<file path="config.mk">
export PLATFORM = sky130hd
export DESIGN_NAME = display_scan_mux
export DESIGN_NICKNAME = d
export VERILOG_FILES = /design/src/rtl/display_scan_mux.sv
export SDC_FILE = /design/constraint.sdc
export NUM_CORES = 1
export LEC_CHECK = 0
export CAP_MARGIN = 0
export CORE_MARGIN = 10
export CORE_UTILIZATION = 61
export DETAILED_ROUTE_END_ITERATION = 16
export PLACE_DENSITY = 0.93
export SETUP_SLACK_MARGIN = 0.1
export SLEW_MARGIN = 20
export SYNTH_ARGS = -nofsm -noshare
export SYNTH_HDL_FRONTEND = slang
export SYNTH_SLANG_ARGS = --single-unit
</file>
<file path="constraint.sdc">
create_clock -name clk -period 6.2 [get_ports clk]
set_input_delay 1.24 -clock clk [delete_from_list [all_inputs] [get_ports clk]]
set_output_delay 1.24 -clock clk [all_outputs]
set_load 0.1 [all_outputs]
</file>
<file path="src/rtl/display_scan_mux.sv">
// display_scan_mux: time-multiplexed N-digit display scanner.
// Owns the refresh prescaler, digit rotation, anti-ghost blanking at the start
// of every slot and a double-buffered, frame-synchronous digit update.
// Optional build macro: LZ_SUPPRESS_EN enables leading-zero suppression.
//
// state | meaning
// IDLE  | scanning stopped, all digits dark, cnt/idx held at 0
// BLANK | dead time at the start of a slot, anodes off
// SHOW  | digit idx driven for the remainder of the slot
module display_scan_mux #(
  parameter int N_DIGITS    = 4,
  parameter int DIGIT_W     = 4,
  parameter int REFRESH_DIV = 50000,
  parameter int BLANK_CYC   = 16
) (
  input  logic                          clk,
  input  logic                          rst_n,
  input  logic                          en,
  input  logic                          load,
  input  logic [N_DIGITS*DIGIT_W-1:0]   digits_i,
  output logic [N_DIGITS-1:0]           digit_sel,
  output logic [DIGIT_W-1:0]            nibble_o,
  output logic                          blank_o,
  output logic                          frame_done
);

  localparam int CW = (REFRESH_DIV > 1) ? $clog2(REFRESH_DIV) : 1;
  localparam int IW = (N_DIGITS > 1) ? $clog2(N_DIGITS) : 1;
  localparam logic [CW-1:0] CNT_LAST   = CW'(REFRESH_DIV - 1);
  localparam logic [CW-1:0] BLANK_LAST = CW'(BLANK_CYC - 1);
  localparam logic [IW-1:0] IDX_LAST   = IW'(N_DIGITS - 1);

  typedef enum logic [1:0] {IDLE, BLANK, SHOW} state_t;

  state_t                        state;
  logic [CW-1:0]                 cnt;
  logic [IW-1:0]                 idx;
  logic [N_DIGITS*DIGIT_W-1:0]   pend_buf;
  logic [N_DIGITS*DIGIT_W-1:0]   frame_buf;
  logic                          pend_vld;
  logic                          frame_start;
  logic                          suppress;
  logic                          show;

  // First cycle of slot 0 is the only point where frame_buf may change.
  assign frame_start = (state == BLANK) && (idx == '0) && (cnt == '0);

  // Slot sequencing: prescaler count, blank/show phases and digit rotation.
  always_ff @(posedge clk or negedge rst_n) begin
    if (!rst_n) begin
      state <= IDLE;
      cnt   <= '0;
      idx   <= '0;
    end else if (!en) begin
      state <= IDLE;
      cnt   <= '0;
      idx   <= '0;
    end else begin
      case (state)
        IDLE: begin
          state <= BLANK;
          cnt   <= '0;
          idx   <= '0;
        end
        BLANK: begin
          // BLANK_CYC < REFRESH_DIV, so the slot never ends inside the blank phase
          cnt <= cnt + CW'(1);
          if (cnt == BLANK_LAST) state <= SHOW;
        end
        SHOW: begin
          if (cnt == CNT_LAST) begin
            cnt   <= '0;
            state <= BLANK;
            idx   <= (idx == IDX_LAST) ? '0 : idx + IW'(1);
          end else begin
            cnt <= cnt + CW'(1);
          end
        end
        default: begin
          state <= IDLE;
          cnt   <= '0;
          idx   <= '0;
        end
      endcase
    end
  end

  // Double buffer: loads park in pend_buf; a load coinciding with the frame
  // start bypasses the pending slot so the newest value wins.
  always_ff @(posedge clk or negedge rst_n) begin
    if (!rst_n) begin
      pend_buf  <= '0;
      frame_buf <= '0;
      pend_vld  <= 1'b0;
    end else if (frame_start) begin
      if (load) begin
        frame_buf <= digits_i;
        pend_vld  <= 1'b0;
      end else if (pend_vld) begin
        frame_buf <= pend_buf;
        pend_vld  <= 1'b0;
      end
    end else if (load) begin
      pend_buf <= digits_i;
      pend_vld <= 1'b1;
    end
  end

`ifdef LZ_SUPPRESS_EN
  // A slot above the units is dark when it and every more significant digit are zero.
  always_comb begin
    suppress = 1'b0;
    if (idx != '0) begin
      suppress = 1'b1;
      for (int k = 0; k < N_DIGITS; k++) begin
        if ((k >= int'(idx)) && (frame_buf[k*DIGIT_W +: DIGIT_W] != '0)) suppress = 1'b0;
      end
    end
  end
`else
  assign suppress = 1'b0;
`endif

  // Outputs are pure decodes of registered state.
  assign show       = (state == SHOW) && !suppress;
  assign digit_sel  = show ? (N_DIGITS'(1) << idx) : '0;
  assign blank_o    = !show;
  assign nibble_o   = frame_buf[int'(idx)*DIGIT_W +: DIGIT_W];
  assign frame_done = (state == SHOW) && (idx == IDX_LAST) && (cnt == CNT_LAST);

endmodule

</file>
==> results of run 1 <==
## cell type report
cell class	instances	share of cell area
Sequential cell	53	0.406
Tap cell	52	0.0199
Clock buffer	5	0.0211
Timing Repair Buffer	31	0.0931
Clock inverter	3	0.0142
Inverter	13	0.0149
Multi-Input combinational cell	153	0.431
## power groups by stage
stage	Clock [mW]	Combinational [mW]	Sequential, mW
floorplan	0	0.311	0.469
global placement	0	0.368	0.480
detailed placement	0	0.382	0.490
CTS	0.241	0.387	0.484
global route	0.254	0.407	0.493
finish	0.237	0.388	0.486
## per-stage QoR
step	power (mW)	hold WS, ns
floorplan	0.780	0.460
global placement	0.848	0.471
detailed placement	0.872	0.482
CTS	1.11	0.505
global route	1.15	0.523
finish	1.11	0.500
## cell usage after synthesis, drive strengths merged (2+ instances only)
cell type   n
a211oi      2
a31o        2
and2        4
and4        2
buf         3
clkbuf      6
dfrtp      53
ha         10
inv        13
mux2       48
mux4        4
nand2      10
nand3       4
nand4       7
nor2        9
nor3       19
nor4        6
o22ai       2
xnor2      11
## kinds of logic after synthesis
| kind of cell | count (synthesis) | synth area share |
|---|---|---|
| DFF | 53 | 0.468 |
| adders and majority gates | 10 | 0.0442 |
| and+or+nand+nor | 67 | 0.143 |
| xor gates and xnor gates | 12 | 0.0371 |
| muxes | 53 | 0.239 |
| AOI/OAI and AO/OA | 11 | 0.0336 |
| buffers and inverters | 22 | 0.0349 |
## worst paths after layout
check                      slack, ns                       end
hold reg to reg                 0.50  pend_buf[11]$_DFFE_PN0P_
max in group asynchronous       4.72  frame_buf[1]$_DFFE_PN0P_
setup reg to reg                3.66  frame_buf[1]$_DFFE_PN0P_
hold / removal                  0.50  pend_buf[11]$_DFFE_PN0P_
min in group asynchronous       1.04          cnt[3]$_DFF_PN0_
setup / recovery                2.19                frame_done
## critical path, delay by kind of cell (launching register included)
family	cells	cell delay [ns]
DFF	1	0.47
and+or+nand+nor	3	0.86
buffers and inverters	1	1.14
## metal layers
layer	global-route usage	part of all wire	vias to the layer above
met5	0	0	-
met3	0.0399	0.053	21
met1	0.187	0.41	948
met4	0.0571	0.029	0
li1	-	-	873
met2	0.271	0.51	52
## flip-flops by register name, indices dropped and copies added (netlist names)
signal,count
frame_buf,16
pend_buf,16
cnt,16
state,2
idx,2
pend_vld,1
==> run summary, run 1 <==
The worst hold path belongs to the class reg -> reg. In this run the power density over the cells is 340 nW/um2. The worst setup path is captured at an output port.

Tracing the worst setup path back leads to its startpoint at cnt[7]$_DFF_PN0_. The filler-free cell count of the finished design came out at 310. The depth of the worst hold-timing path is 1.

The sequential share of power is 0.437. The worst setup path is launched from a flop. The number of port buffers is 29. The mean area per synthesized cell is 12.4 um2. The total area of multi-input combinational cells is 1410 um2. The number of antenna diodes came out at 0.

The global-route wire length before repair came out at 9.69 mm. The row count is 24. Of the total power, the share spent switching nets is 0.340. The max-capacitance violation count came out at 0.

The worst path needs 4.01 ns of the cycle, external delays included. The core footprint is 4410 um2. Across the VDD grid, the largest voltage drop is 0.164 mV. The full die area is 7770 um2. In the synthesized netlist the dominant register cell turns out to be sky130_fd_sc_hd__dfrtp_1. The maximum number of pins on one net before global-route repair came out at 54.

The TritonCTS buffer count is 5. Setup repair after global routing left no endpoint under its margin. The synthesized design contains 0 enable-type register cells. Cell internal power was estimated by the tool at 734 uW. The CTS H-tree depth came out at 2. The number of top-level pins is 30. The worst slew slack as a fraction of its limit is 0.350. Before antenna repair, the detailed router went through 4 iterations. The critical path data arrival time came out at 2.77 ns. The fraction of registers with async set or reset after synthesis came out at 1.00. The total half-perimeter wirelength after legalization and detailed placement is 3.95 mm.

Summed over all layers, the routed wires come to 5.98 mm. The hold violation count in the final report came out at 0. The worst register-to-register path begins at idx[0]$_DFFE_PN0P_. The clock drives 53 sinks. The remaining global-route overflow is 0. By area the synthesized netlist is led by sky130_fd_sc_hd__dfrtp_1 (47%), sky130_fd_sc_hd__mux2_2 (14%), sky130_fd_sc_hd__mux2_4 (5.3%). The largest fanout on the critical path came out at 6. The largest clock skew in the final design is 0.0102 ns.

The number of synthesized register bits came out at 53. The reported leakage power came out at 1.30 nW. The global placer's final weighted congestion came out at 0.849. The average detailed-routed wire length per instance is 19.3 um.

The setup path with the least slack is of type reg -> out. The post-route standard cell area excluding fillers is 3270 um2. The post-CTS setup buffer count is 0. The count of hold buffers inserted by post-cts repair is 0. The global-route usage over all layers is 0.158. On the critical path, the stage with the largest delay is an instance of sky130_fd_sc_hd__clkdlybuf4s50_1. For this configuration, the core starts out at a cell density of 0.642. In the final layout, the share of cells above drive strength 1 is 0.267. The floorplan step set the die height to 88.1 um. The number of DRC violations after detailed routing is 0.

The number of nets in the final layout came out at 287. The total net switching power is 377 uW. The flow ran to the end, and the final reports show no timing, DRC or antenna violations. The slack of the critical path is 2.19 ns. The footprint of the flip-flops and latches is 1330 um2. The final core area utilization came out at 0.740. sky130_fd_sc_hd__dfrtp_1 takes more of the synthesized area than any other cell. The share of synthesized area in the top cell type comes to 0.468.

The number of global-route vias before repair is 1,972. Traced cell by cell, the critical path runs through nor4_4, nand4_1, nor2b_1, clkdlybuf4s50_1. The number of standard cells after synthesis came out at 228. Once the clock tree was built, the resizer swapped 0 gates to a different size. Clock-pin slew was measured on the worst setup and hold paths at 0.10 ns. The total number of vias is 1,894. The area growth from synthesis to layout is 15.3%. The worst slack at placement is 2.15 ns.

The fmax is 249 MHz. The synthesized net count came out at 258. The count of final max-slew check failures came out at 0. The final total negative setup slack came out at 0 ns.

For the pin with the worst max-slew slack, the measured transition is 0.971 ns. The power share of the clock group is 0.213. The count of final setup violators came out at 0. The worst-case clock buffer depth is 2. The commonest non-fill, non-tap cell in the layout is sky130_fd_sc_hd__dfrtp_1.

In this run the cell area measured after placement is 3140 um2. The number of fill cells is 280. The DRC violation total after the first TritonRoute iteration is 109. During synthesis, Yosys emitted a total of 0 warnings. The combined area of all synthesized cells is 2830 um2. The overall die width is 88.1 um. TritonCTS built the clock tree. The combinational group share of total power is 0.350. Clock tree synthesis selected as its root buffer the cell sky130_fd_sc_hd__clkbuf_8. The number of antenna violations at the first check in global routing is 0. The top cell types in the final layout, fill and taps aside, are sky130_fd_sc_hd__dfrtp_1 (53), sky130_fd_sc_hd__mux2_2 (35), sky130_fd_sc_hd__clkdlybuf4s50_1 (28).

The required time of the critical path is 4.96 ns. In this run, placement finished with an instance count of 301. The worst reg-to-reg path cell count is 6.

The clock insertion delay at the later pin of the skew report is 0.31 ns. In this run the most critical hold path is launched from pend_buf[11]$_DFFE_PN0P_. In the finished design, the share of the clock period the worst path needs comes to 0.647. The distinct cell type count after synthesis is 40. The sequential cell area fraction in the yosys report is 0.468.

The biggest cell delay along the critical path is 1.14 ns. Dividing the detail-routed via count by the number of cells gives 6.11. The remaining antenna violation count after routing is 0.
(Power assumes the default switching activity.)
==> run 2: changes to the inputs <==
--- a/config.mk
+++ b/config.mk
@@ -7,9 +7,9 @@
 export LEC_CHECK = 0
 export CAP_MARGIN = 0
 export CORE_MARGIN = 10
-export CORE_UTILIZATION = 61
+export CORE_UTILIZATION = 56
 export DETAILED_ROUTE_END_ITERATION = 16
-export PLACE_DENSITY = 0.93
+export PLACE_DENSITY = 0.87
 export SETUP_SLACK_MARGIN = 0.1
 export SLEW_MARGIN = 20
 export SYNTH_ARGS = -nofsm -noshare
==> constraint.sdc (replaced) <==
create_clock -name clk -period 3.9 [get_ports clk]
set_input_delay 0.78 -clock clk [delete_from_list [all_inputs] [get_ports clk]]
set_output_delay 0.78 -clock clk [all_outputs]
set_load 0.1 [all_outputs]
==> run 2 against run 1 <==
  * First-iteration DRC count grew 25%
  * Setup slack lost 1.6 ns
  * Final area grew 0.34%
  * Die area grew 6.9%
  * Global-route usage shrank 1.1 points
  * Cell count grew 5.2%
  * Via count shrank 1.2%
  * Utilization shrank 6.0 points
  * Clock skew shrank 0.0033 ns
==> run summary, run 2 (synthesis results as in run 1) <==
The run finished with clean final reports. The global routing met2 resource utilization is 0.248. In the layout the commonest cells are sky130_fd_sc_hd__dfrtp_1 (53), sky130_fd_sc_hd__mux2_2 (35), sky130_fd_sc_hd__clkdlybuf4s50_1 (22). The area growth from synthesis to layout came out at 15.7%. The row count is 25. The remaining antenna violation count after routing is 0.

The number of fill cells is 377. The TritonCTS buffer count came out at 5. Setup violations remaining at the end of the flow were counted as 0.

The number of antenna diodes came out at 0. The critical path goes through mux4_2, clkdlybuf4s50_1. The commonest non-fill, non-tap cell in the layout is sky130_fd_sc_hd__dfrtp_1. The global-route met1 utilization came out at 0.183. The first global-routing pass estimated 10.1 mm of wire. The final clock period utilization by the worst path came out at 0.843. The number of top-level pins is 30. The post-CTS setup buffer count is 0. The total half-perimeter wirelength after legalization and detailed placement is 4.04 mm. The CTS H-tree depth is 2.

The max-capacitance violation count came out at 0. For this run, the total global-route usage over all layers was measured as 0.147. The worst setup path is of the reg -> out kind.

Static timing analysis puts the maximum clock frequency at 304 MHz. After the last flow step, the layout net total stands at 288. The full die area came out at 8300 um2. After clock tree synthesis, the clock-pin slew on the worst setup and hold paths is 0.09 ns. The count of hold buffers inserted by post-cts repair is 0. The global placer's final weighted congestion is 0.843. The average via count per standard cell came out at 5.74. Once layout is complete, the cells apart from fillers number 326.

The final total negative setup slack came out at 0 ns. The vertical die dimension came out at 91.1 um. The finished cells cover 3280 um2. The count of TritonRoute iterations in the first routing pass came out at 4. The number of global-route vias before repair is 1,980. The later pin in the worst-skew pair is clocked with a latency of 0.30 ns.

The worst-case clock buffer depth came out at 2. Registers take 1330 um2. Setup repair after global routing left no endpoint under its margin. The maximum number of pins on one net before global-route repair came out at 33. The average detailed-routed wire length per instance is 17.8 um. In this run the most used layer during global routing was met2. The number of gates resized after CTS was 0. In the final layout, the registers with the most flip-flops are cnt x16, frame_buf x16, pend_buf x16.

The peak ir drop on the vdd network is 0.304 mV. For the finished layout, the period the worst path requires is 3.29 ns. On the critical path, the stage with the largest delay is an instance of sky130_fd_sc_hd__clkdlybuf4s50_1.

The total power divided by cell area came out at 538 nW/um2. The met3 usage is 0.0321. The biggest cell delay along the critical path came out at 1.00 ns. The number of cells in the design after placement is 318. The sink count of the clock tree is 53.

The instance area at placement is 3160 um2. Measured against its own limit, the worst slew margin works out to 0.328. The number of DRC violations after detailed routing is 0. The hold violation count in the final report came out at 0.

The worst setup path is captured at an output port. The pin slew with the least headroom to its limit came out at 1.00 ns. The sum of buffers and inverters on the critical path is 1. The DRC violation total after the first TritonRoute iteration is 136. The core footprint came out at 4820 um2. The overall die width is 91.1 um.

The detailed router placed 1,872 vias in this run. The largest fanout on the critical path is 9. The largest clock skew in the final design came out at 0.00687 ns. The tightest min-delay check is of the reg -> reg type. The critical path data arrival time is 2.51 ns.

The worst setup path is launched from a flop. Of the cells placed in the final design, the portion with a size suffix greater than 1 is 0.293. The required time of the critical path came out at 3.12 ns. The count of final max-slew check failures is 0.

The remaining global-route overflow came out at 0. The total area of multi-input combinational cells is 1410 um2. In this design, the largest share of critical-path delay is due to buffers and inverters. TritonCTS built the clock tree. The starting utilization of the core area is 0.588. The number of port buffers came out at 29. The total power is 1.76 mW. The analysis attributes to cell leakage a power of 1.32 nW.

The tree is rooted in a sky130_fd_sc_hd__clkbuf_8. The number of antenna violations at the first check in global routing is 0. The final wirelength came out at 5.81 mm.
run 2: report_power, final:
part	leakage, nW	switching (mW)	internal, mW
Sequential	0.664	0.0804	0.689
Combinational	0.594	0.326	0.284
Clock	0.0585	0.175	0.209
run 2: worst reg2reg max path, cell delays in order, from the launching register on:
cell and delay, ns:
sky130_fd_sc_hd__dfrtp_1 0.55, sky130_fd_sc_hd__inv_1 0.15, sky130_fd_sc_hd__ha_1 0.18, sky130_fd_sc_hd__nand4_1 0.24, sky130_fd_sc_hd__o31ai_4 0.77, sky130_fd_sc_hd__mux2_2 0.42
run 2: worst paths after layout:
| kind | from | endpoint | slack [ns] | cells after the start |
|---|---|---|---|---|
| max | idx[0]$_DFFE_PN0P_ | nibble_o[3] | 0.61 | 2 |
| min | pend_buf[11]$_DFFE_PN0P_ | pend_buf[11]$_DFFE_PN0P_ | 0.50 | 1 |
| max reg2reg | idx[0]$_DFFE_PN0P_ | pend_buf[8]$_DFFE_PN0P_ | 1.49 | 5 |
| min reg2reg | pend_buf[11]$_DFFE_PN0P_ | pend_buf[11]$_DFFE_PN0P_ | 0.50 | 1 |
| max in group asynchronous | rst_n | pend_buf[3]$_DFFE_PN0P_ | 2.62 | 2 |
| min in group asynchronous | rst_n | cnt[9]$_DFF_PN0_ | 0.51 | 1 |
run 2: final cells by class:
type | count | area share
clock buffer | 7 | 0.0263
inverter | 13 | 0.0149
tap | 67 | 0.0256
timing repair buffer | 32 | 0.0893
sequential | 53 | 0.405
multi-input combinational | 153 | 0.430
clock inverter | 1 | 0.00916
run 2: routing by layer:
metal | up-vias | routed length (um)
met1 | 947 | 2490
met2 | 36 | 3020
li1 | 882 | -
met5 | - | 0
met4 | 0 | 72
met3 | 7 | 221
run 2: per-stage QoR:
stage	worst slack [ns]	hold slack (ns)	utilization
floorplan	0.506	0.460	-
global placement	1.01	0.469	0.656
detailed placement	0.984	0.485	0.656
CTS	0.586	0.504	0.681
global route	0.506	0.516	0.681
finish	0.611	0.499	0.681
==> run 3: changes to the inputs <==
==> constraint.sdc (replaced) <==
create_clock -name clk -period 3.3 [get_ports clk]
set_input_delay 0.66 -clock clk [delete_from_list [all_inputs] [get_ports clk]]
set_output_delay 0.66 -clock clk [all_outputs]
set_load 0.1 [all_outputs]
==> run 3 against run 2 <==
  * Setup slack better by 0.073 ns
  * Die area unchanged
  * Wire length shrank 4.3%
  * Flip-flop and latch count unchanged
  * Non-clock buffer count did not move
  * Cell count stayed put
  * Critical endpoint is now frame_done
  * Largest power group unchanged
  * Critical path type unchanged
  * Sequential power up 18%
  * Sequential share of layout area hardly changed
==> run summary, run 3 (synthesis results as in run 1) <==
The flow ran to the end, and the final reports show no timing, DRC or antenna violations. The top layer used by detailed routing is met4. The maximum number of pins on one net before global-route repair came out at 34.

The routed design uses 271 um of met3 wire. The area growth from synthesis to layout is 15.7%. The CTS H-tree depth is 2. TritonCTS built the clock tree.

The initialized floorplan defines 25 standard-cell rows. The layout cell share with drive strength beyond 1 is 0.313. The global-route wire length before repair came out at 9.38 mm. The congestion estimate from routability-driven global placement came to 0.771. The post-CTS setup buffer count is 0. The first routing iteration left 112 violations. The wire length on met2 came out at 2.82 mm. In the final layout, the registers with the most flip-flops are cnt x16, frame_buf x16, pend_buf x16.

The path class of the tightest hold or removal check is in -> async. The total number of vias is 1,840. The largest clock skew in the final design is 0.0120 ns.

The total half-perimeter wirelength after legalization and detailed placement is 3.95 mm. The peak ir drop on the vdd network is 0.384 mV. The largest single stage delay on the critical path is 0.47 ns. The global-route usage over all layers came out at 0.136. The worst slew slack as a fraction of its limit is 0.384. The completed layout was analyzed and its total power is 2.07 mW. STA classifies the critical path endpoint as an output port. The cell sitting at the root of the clock tree is a sky130_fd_sc_hd__clkbuf_8. The count of hold buffers inserted by post-cts repair came out at 0. The number of antenna diodes came out at 0. The starting utilization of the core area is 0.588. The count of final max-slew check failures came out at 0.

The number of cells in the design after placement came out at 318. The average detailed-routed wire length per instance came out at 17.1 um. The library cells used most frequently in the layout, excluding fill and tap cells, are sky130_fd_sc_hd__dfrtp_1 (53), sky130_fd_sc_hd__mux2_2 (35), sky130_fd_sc_hd__nor3_1 (18), sky130_fd_sc_hd__clkdlybuf4s50_1 (18). In this run, post-CTS repair resized a total of 0 instances. The post-route met1 wirelength came out at 2.38 mm. Max-cap violations in this run came to 0.

The worst-case clock buffer depth came out at 2. In the final timing run, aggregate negative setup slack is 0 ns. The total power divided by cell area is 631 nW/um2.

The clock insertion delay at the later pin of the skew report is 0.30 ns. The vertical die dimension came out at 91.1 um. The worst setup path is launched from a flop. Counting I/O delays and the setup requirement, the final critical path takes 2.62 ns. The average via count per standard cell is 5.64. After detailed routing, the number of remaining DRC violations is 0. The final wirelength came out at 5.56 mm. The number of nets in the final layout is 288.

The core footprint is 4820 um2. Along the worst path, the maximum fanout reaches 6. The required time of the critical path came out at 2.64 ns. The number of port buffers is 29. The clock net in this run drives a total of 53 sinks. Excluding fillers, the count of instances in the completed layout stands at 326. The full die area is 8300 um2. The commonest non-fill, non-tap cell in the layout is sky130_fd_sc_hd__dfrtp_1.

For this design, the slowest cell found on the critical path is sky130_fd_sc_hd__dfrtp_1. Data on the critical path arrives at its endpoint at 1.96 ns. The reported leakage power came out at 1.32 nW. The hold violation count in the final report came to 0. The number of global-route vias before repair came to 1,886. The number of antenna violations at the first check in global routing came out at 0.

The clock-pin slew of the registers on the worst-case setup and hold paths is 0.10 ns. The fmax is 382 MHz. Walking the worst path, the cells encountered are nor3_2, nand4_1, nor2b_4, buf_4. Setup violations remaining at the end of the flow were counted as 0. The die is 91.1 um wide. The worst slack at placement is 0.788 ns. By startpoint and endpoint, the worst setup path is classified as reg -> out.

The TritonCTS buffer count is 5. The post-route worst hold slack is 0.409 ns. The slack of the critical path came out at 0.685 ns. The sum of buffers and inverters on the critical path is 1. The first TritonRoute pass finished after 4 iterations. The number of top-level pins came out at 30. The remaining global-route overflow is 0. On the critical path the largest part of the delay comes from simple AND/OR/NAND/NOR gates. Setup repair after global routing left no endpoint under its margin. The remaining antenna violation count after routing is 0. For the pin with the worst max-slew slack, the measured transition is 0.924 ns.

The final clock period utilization by the worst path came out at 0.792.
[run 3: cell count changes in the layout (fill, tap and decap cells not counted)]
cell                              change
sky130_fd_sc_hd__nor2b_2              -1
sky130_fd_sc_hd__nor2b_4              +1
sky130_fd_sc_hd__buf_4                +4
sky130_fd_sc_hd__clkbuf_1             -1
sky130_fd_sc_hd__clkinvlp_4           +1
sky130_fd_sc_hd__clkdlybuf4s50_1      -4
[run 3: worst paths after layout]
| check | start | endpoint | slack, ns | cells past startpoint |
|---|---|---|---|---|
| min reg2reg | pend_buf[11]$_DFFE_PN0P_ | pend_buf[11]$_DFFE_PN0P_ | 0.50 | 1 |
| min | rst_n | cnt[15]$_DFF_PN0_ | 0.41 | 1 |
| min in group clk | pend_buf[11]$_DFFE_PN0P_ | pend_buf[11]$_DFFE_PN0P_ | 0.50 | 1 |
| max | cnt[13]$_DFF_PN0_ | frame_done | 0.68 | 4 |
| max in group asynchronous | rst_n | frame_buf[9]$_DFFE_PN0P_ | 2.12 | 2 |
| max reg2reg | idx[0]$_DFFE_PN0P_ | pend_buf[8]$_DFFE_PN0P_ | 0.79 | 5 |
[run 3: worst register-to-register path: stages, from the launching register on]
cell and delay (ns):
sky130_fd_sc_hd__dfrtp_1 0.55, sky130_fd_sc_hd__inv_1 0.15, sky130_fd_sc_hd__ha_1 0.18, sky130_fd_sc_hd__nand4_1 0.26
sky130_fd_sc_hd__o31ai_4 0.82, sky130_fd_sc_hd__mux2_2 0.43
[run 3: area by class of cell]
cell class | instances | area (um2)
multi-input cells | 153 | 1420
repair buffers | 32 | 283
clock buffers | 6 | 82.6
inverters | 13 | 48.8
well taps | 67 | 83.8
fillers | 357 | 1540
clock inverters | 2 | 37.5
flip-flops and latches | 53 | 1330
[run 3: per-layer routing]
metal  global-route usage  up-vias
li1                     -      877
met1                0.171      911
met2                0.222       44
met3               0.0362        8
met4               0.0470        0
met5                    0        -
[run 3: report_power, final]
group | switching, mW | leakage (nW) | internal [mW]
combinational | 0.383 | 0.598 | 0.326
sequential | 0.0913 | 0.664 | 0.814
clock | 0.207 | 0.0574 | 0.247
[run 3: metrics by stage]
step | utilization | instance area [um2]
5_1_grt | 0.680 | 3280
3_3_place_gp | 0.655 | 3160
6_report | 0.680 | 3280
4_1_cts | 0.680 | 3280
2_1_floorplan | - | 2840
3_5_place_dp | 0.655 | 3160
